<file path="config.mk">
export PLATFORM = sky130hd
export DESIGN_NAME = spimem_wb
export DESIGN_NICKNAME = d
export VERILOG_FILES = /design/src/rtl/spimem_wb.sv
export SDC_FILE = /design/constraint.sdc
export NUM_CORES = 1
export LEC_CHECK = 0
export CAP_MARGIN = 20
export CORE_UTILIZATION = 54
export DETAILED_ROUTE_END_ITERATION = 8
export MAX_ROUTING_LAYER = met4
export PLACE_DENSITY = 0.79
export SETUP_SLACK_MARGIN = 0.4
export SYNTH_ARGS = -nofsm -noshare
export SYNTH_HDL_FRONTEND = slang
export SYNTH_SLANG_ARGS = --single-unit
</file>
<file path="constraint.sdc">
create_clock -name wb_clk_i -period 2.55 [get_ports wb_clk_i]
set_clock_uncertainty 0.15 [all_clocks]
set_input_delay 0.3825 -clock wb_clk_i [delete_from_list [all_inputs] [get_ports wb_clk_i]]
set_output_delay 0.3825 -clock wb_clk_i [all_outputs]
set_load 0.1 [all_outputs]
</file>
<file path="src/rtl/spimem_wb.sv">
// spimem_wb: 8-bit WISHBONE slave SPI master (mode 0) for the on-board serial
// memory. The register file is DATA (adr 0), CTRL (adr 1) and STATUS (adr 2).
// Software drives the chip select through CTRL.SSEL. Each write to DATA moves
// one byte, MSB first. The sclk half-period is 2^DIV system clocks.
// Optional macro SPIMEM_IRQ_EN adds a transfer-done interrupt request with an
// acknowledge input. When the macro is undefined, irq_req_o is tied low.
module spimem_wb #(
    parameter int         ADR_W   = 2,
    parameter logic [1:0] DIV_RST = 2'b11
) (
    input  logic             wb_clk_i,
    input  logic             wb_rst_n_i,
    input  logic [ADR_W-1:0] wb_adr_i,
    input  logic [7:0]       wb_dat_i,
    output logic [7:0]       wb_dat_o,
    input  logic             wb_we_i,
    input  logic             wb_stb_i,
    output logic             wb_ack_o,
    output logic             irq_req_o,
    input  logic             irq_ack_i,
    output logic             ss_n_o,
    output logic             sclk_o,
    output logic             mosi_o,
    input  logic             miso_i
);

    localparam logic [1:0] S_IDLE = 2'd0;
    localparam logic [1:0] S_LOW  = 2'd1;
    localparam logic [1:0] S_HIGH = 2'd2;

    // Control register
    logic       r_ena;
    logic [1:0] r_div;
    logic       r_ssel;
    logic       r_ss_n;

    // Shift engine
    logic [1:0] r_state;
    logic       r_busy;
    logic       r_sclk;
    logic       r_mosi;
    logic [7:0] r_shreg;
    logic       r_samp;
    logic [2:0] r_bitcnt;
    logic [2:0] r_cnt;
    logic [1:0] r_hdiv;
    logic [7:0] r_rx;

    // Status flags
    logic       r_done;
    logic       r_ovr;

    // Bus decode
    logic       w_wr;
    logic       w_rd;
    logic       w_sel_data;
    logic       w_sel_ctrl;
    logic       w_sel_stat;
    logic       w_wr_data;
    logic       w_wr_ctrl;
    logic       w_rd_data;
    logic       w_start;
    logic       w_ovr_set;
    logic       w_ena_nxt;
    logic       w_ssel_nxt;
    logic [2:0] w_hlast;
    logic       w_tick;
    logic       w_abort;
    logic       w_finish;

    assign w_wr       = wb_stb_i & wb_we_i;
    assign w_rd       = wb_stb_i & ~wb_we_i;
    assign w_sel_data = (wb_adr_i == ADR_W'(0));
    assign w_sel_ctrl = (wb_adr_i == ADR_W'(1));
    assign w_sel_stat = (wb_adr_i == ADR_W'(2));
    assign w_wr_data  = w_wr & w_sel_data;
    assign w_wr_ctrl  = w_wr & w_sel_ctrl;
    assign w_rd_data  = w_rd & w_sel_data;

    assign w_start    = w_wr_data & r_ena & ~r_busy;
    assign w_ovr_set  = w_wr_data & r_ena & r_busy;

    // CTRL as it will be after this edge. The abort check uses this value,
    // so a write that clears ENA stops the engine on the same edge that the
    // chip select deasserts.
    assign w_ena_nxt  = w_wr_ctrl ? wb_dat_i[7] : r_ena;
    assign w_ssel_nxt = w_wr_ctrl ? wb_dat_i[0] : r_ssel;

    // The last count of a half-period. It uses the divider latched at start.
    assign w_hlast    = 3'((4'd1 << r_hdiv) - 4'd1);
    assign w_tick     = (r_cnt == w_hlast);
    assign w_abort    = (r_state != S_IDLE) & ~w_ena_nxt;
    assign w_finish   = (r_state == S_HIGH) & w_tick & (r_bitcnt == 3'd7) & ~w_abort;

    assign wb_ack_o   = wb_stb_i;
    assign ss_n_o     = r_ss_n;
    assign sclk_o     = r_sclk;
    assign mosi_o     = r_mosi;

    // CTRL register and the registered chip select derived from it
    always_ff @(posedge wb_clk_i or negedge wb_rst_n_i) begin
        if (!wb_rst_n_i) begin
            r_ena  <= 1'b0;
            r_div  <= DIV_RST;
            r_ssel <= 1'b0;
            r_ss_n <= 1'b1;
        end else begin
            if (w_wr_ctrl) begin
                r_ena  <= wb_dat_i[7];
                r_div  <= wb_dat_i[2:1];
                r_ssel <= wb_dat_i[0];
            end
            r_ss_n <= ~(w_ssel_nxt & w_ena_nxt);
        end
    end

    // Bit engine: IDLE -> LOW -> HIGH, eight times, then back to IDLE
    always_ff @(posedge wb_clk_i or negedge wb_rst_n_i) begin
        if (!wb_rst_n_i) begin
            r_state  <= S_IDLE;
            r_busy   <= 1'b0;
            r_sclk   <= 1'b0;
            r_mosi   <= 1'b0;
            r_shreg  <= '0;
            r_samp   <= 1'b0;
            r_bitcnt <= '0;
            r_cnt    <= '0;
            r_hdiv   <= DIV_RST;
            r_rx     <= '0;
        end else if (w_abort) begin
            r_state <= S_IDLE;
            r_busy  <= 1'b0;
            r_sclk  <= 1'b0;
            r_mosi  <= 1'b0;
            r_cnt   <= '0;
        end else begin
            case (r_state)
                S_IDLE: begin
                    if (w_start) begin
                        r_state  <= S_LOW;
                        r_busy   <= 1'b1;
                        r_shreg  <= wb_dat_i;
                        r_mosi   <= wb_dat_i[7];
                        r_bitcnt <= '0;
                        r_cnt    <= '0;
                        r_hdiv   <= r_div;
                    end
                end
                S_LOW: begin
                    if (w_tick) begin
                        r_state <= S_HIGH;
                        r_sclk  <= 1'b1;
                        r_samp  <= miso_i;
                        r_cnt   <= '0;
                    end else begin
                        r_cnt <= r_cnt + 3'd1;
                    end
                end
                S_HIGH: begin
                    if (w_tick) begin
                        r_sclk <= 1'b0;
                        r_cnt  <= '0;
                        if (r_bitcnt == 3'd7) begin
                            r_state <= S_IDLE;
                            r_rx    <= {r_shreg[6:0], r_samp};
                            r_busy  <= 1'b0;
                            r_mosi  <= 1'b0;
                        end else begin
                            r_state  <= S_LOW;
                            r_shreg  <= {r_shreg[6:0], r_samp};
                            r_mosi   <= r_shreg[6];
                            r_bitcnt <= r_bitcnt + 3'd1;
                        end
                    end else begin
                        r_cnt <= r_cnt + 3'd1;
                    end
                end
                default: begin
                    r_state <= S_IDLE;
                    r_busy  <= 1'b0;
                    r_sclk  <= 1'b0;
                    r_mosi  <= 1'b0;
                end
            endcase
        end
    end

    // DONE and OVR flags. A completing transfer wins over a DATA read in the same cycle.
    always_ff @(posedge wb_clk_i or negedge wb_rst_n_i) begin
        if (!wb_rst_n_i) begin
            r_done <= 1'b0;
            r_ovr  <= 1'b0;
        end else begin
            if (w_finish)
                r_done <= 1'b1;
            else if (w_start || w_rd_data)
                r_done <= 1'b0;

            if (w_ovr_set)
                r_ovr <= 1'b1;
            else if (w_rd_data)
                r_ovr <= 1'b0;
        end
    end

`ifdef SPIMEM_IRQ_EN
    logic r_irq;

    // Interrupt request. It rises with DONE and is dropped by ack or a DATA read. The set wins.
    always_ff @(posedge wb_clk_i or negedge wb_rst_n_i) begin
        if (!wb_rst_n_i)
            r_irq <= 1'b0;
        else if (w_finish)
            r_irq <= 1'b1;
        else if (irq_ack_i || w_rd_data)
            r_irq <= 1'b0;
    end

    assign irq_req_o = r_irq;
`else
    logic w_unused_irq_ack;

    assign w_unused_irq_ack = irq_ack_i;
    assign irq_req_o        = 1'b0;
`endif

    // Read mux, combinational from the address
    always_comb begin
        wb_dat_o = '0;
        if (w_sel_data)
            wb_dat_o = r_rx;
        else if (w_sel_ctrl)
            wb_dat_o = {r_ena, 4'b0000, r_div, r_ssel};
        else if (w_sel_stat)
            wb_dat_o = {5'b00000, r_ovr, r_done, r_busy};
    end

endmodule

</file>
==> results by group <==
Global routing
  – First-pass GRT wire length: 8.63 mm
  – GRT Total Usage: 0.297
  – Initial antenna violation count: 0
  – Pin count of the biggest net entering global routing: 37
  – Vias in the first global route: 1774
  – GRT overflow: 0

Floorplanning
  – Die height: 63.0 um
  – I/O pin count: 29
  – Cell Rows: 21
  – Die width: 63.0 um
  – Initial Util: 0.583
  – Core area: 3440 sq um
  – Die area: 3970 sq um

Clocking
  – Clock Latency Late Sink: 0.29 ns
  – Num CTS Buffers: 5
  – CTS max path bufs: 2
  – Hold_buf cts: 0
  – Clock root cell: clkbuf_8
  – TritonCTS clock tree: done
  – Clock sink count: 36
  – Clk slew on worst S/H paths: 0.07 ns
  – H-tree levels: 2

Critical path
  – Crit path DAT: 2.25 ns
  – CP required: 2.62 ns
  – Crit path capture type: flip-flop
  – Worst-path fanout max: 5
  – Startpoint types: flip-flop
  – Setup CP Type: reg2reg
  – Worst setup startpoint: r_hdiv[0]$_DFFE_PN1P_
  – Worst r2r src: r_hdiv[0]$_DFFE_PN1P_

Timing
  – Minimum clock period after layout: 2.18 ns
  – Worst-margin pin slew: 0.502 ns
  – Fmax: 459 MHz
  – Worst setup margin: 0.370 ns
  – RSZ-0062 raised after global routing: yes
  – WHS: 0.361 ns
  – Slew Viols, Final: 0
  – Tcrit/Tclk final: 0.855
  – Final setup viols: 0
  – Final Hold Fails: 0
  – Max-slew headroom: 0.662

Worst hold path
  – Worst Hold Class: reg2reg
  – Hold path start: r_rx[3]$_DFFE_PN0P_

Logic synthesis
  – Most common cell in the synthesized netlist: dfrtp_1
  – Share of the synthesized area in the top cell type: 0.386
  – Synth area leader: dfrtp_1
  – Number of synthesized flops with an enable pin: 0
  – Sequential area share after synthesis: 0.452
  – Synth top area cells: dfrtp_1 (39%), mux2_2 (16%), dfstp_2 (6.5%), ha_1 (4.4%), nand2_1 (3.0%)
  – Post-Synthesis Net Count: 196
  – Main synth FF type: dfrtp_1
  – Synthesized flop and latch total: 36
  – Synthesized area: 2010 sq um
  – Ys async rst share: 1.00
  – Distinct cells, synth: 46
  – Synth cell count leaders: dfrtp_1 (31), mux2_2 (28), nand2_1 (16)
  – Synthesized area per cell: 11.6 sq um
  – Syn Inst Count: 173
  – YS warnings: 0

Final layout
  – Area Overhead vs Synth: 43.0%
  – Fraction of final layout cells with drive strength greater than 1: 0.470
  – Nets: 256
  – Antenna Cells: 0

Power and ir drop
  – Worst-case vdd ir drop: 0.343 mV
  – LEAKAGE: 0.00130 uW
  – Pwr/cell area: 456 nW/um^2

Drt
  – Metal2 WL: 2.77 mm
  – Vias: 1689
  – Detailed-route wire length per cell: 19.1 um
  – Met1 WL: 2.19 mm
  – Post-route ant nets: 0
  – Residual DRC: 0
  – Met3 WL: 246 um
  – 1st-iter DRT viols: 77
  – DRT Pass-1 Iters: 4
  – DR top layer: met4
  – Post-Route WL: 5.36 mm
  – Vias per inst: 6.03

Placed design
  – IO Port Bufs: 26
  – Placer Congestion: 0.875
  – Pre-CTS setup slack: -0.0653 ns
  – HPWL Detailed: 3.47 mm

Run status
  – Status: finished clean

Job
  – # Max-Cap Violations: 0
per-stage QoR:
step	power [uW]	std cells	util	setup TNS, ns	cell area, sq um
final	1310	280	0.834	0	2870
after global routing	1350	280	0.834	0	2870
after CTS	1310	276	0.819	0	2820
after detailed placement	897	259	0.739	-0.392	2540
after global placement	891	259	0.739	0	2540
after floorplan	779	173	-	0	2020
worst paths after layout:
path                                         endpoint  slack, ns  cells after the start
worst max-delay path               r_busy$_DFFE_PN0P_       0.37                      5
worst min-delay path              r_rx[3]$_DFFE_PN0P_       0.36                      1
worst max register to register     r_busy$_DFFE_PN0P_       0.37                      5
worst min register to register    r_rx[3]$_DFFE_PN0P_       0.36                      1
max in group asynchronous       r_hdiv[0]$_DFFE_PN1P_       1.53                      2
min in group asynchronous          mosi_o$_DFFE_PN0P_       0.37                      2
power breakdown:
group / leakage (uW) / internal (uW) / switching, uW / total [uW]
registers: 0.000473 / 600 / 19.9 / 620
logic: 0.000781 / 108 / 161 / 269
clock network: 0.0000445 / 219 / 202 / 421
sequential cells by signal, indices dropped and copies added (netlist names):
signal	flops
r_rx	8
r_shreg	7
r_bitcnt	3
r_cnt	3
r_div	2
r_hdiv	2
r_state	2
mosi_o	1
r_busy	1
r_done	1
r_ena	1
r_ovr	1
r_samp	1
r_ssel	1
sclk_o	1
ss_n_o	1
layout make-up:
class,instances,area [sq um]
clock buffer,7,86.3
clock inverter,1,7.51
fill,186,571
inverter,6,22.5
multi-input combinational,127,1180
sequential,36,908
tap,46,57.6
timing repair buffer,57,607
critical path, stage by stage (launching register included):
cell,delay [ns]
dfstp_2,0.60
nor4b_2,0.32
o31ai_4,0.16
and3_2,0.30
or4_1,0.50
nand3_1,0.09
placed cells by master (no fill, tap or decap), drive strengths merged, types with 3 or more instances in the layout:
cell           Yosys  routed
a21oi              4       4
and2               5       5
buf                4      43
clkbuf             1       7
clkdlybuf4s50      0      10
dfrtp             31      31
dfstp              5       5
dlygate4sd2        0       4
ha                 7       7
inv                6       6
mux2              28      28
mux2i              5       5
nand2             17      17
nand3              3       3
nor2              10      10
nor3               4       4
o21ai              7       7
o31ai              7       7
logic make-up (layout without fill, tap and decap cells):
kind of cell               Yosys count  in the layout  synth area share
muxes                               33             33             0.188
adders and majority gates            7              7            0.0436
other                                1              1           0.00187
AOI/OAI and AO/OA                   32             33             0.124
buffers and inverters               11             71            0.0287
and+or+nand+nor                     53             53             0.162
DFF                                 36             36             0.452
repair_timing:
action | in CTS | in global routing
gates resized for setup | 25 | 8
gates cloned | 1 | 0
buffers inserted | 8 | 4
pin swaps | 5 | 2
setup endpoints to repair | 29 | 13
layer usage:
| metal | GRT usage | up-vias |
|---|---|---|
| met2 | 0.508 | 56 |
| li1 | - | 755 |
| met5 | - | - |
| met3 | 0.0639 | 16 |
| met1 | 0.342 | 862 |
| met4 | 0.0988 | 0 |
(Power assumes the default switching activity.)
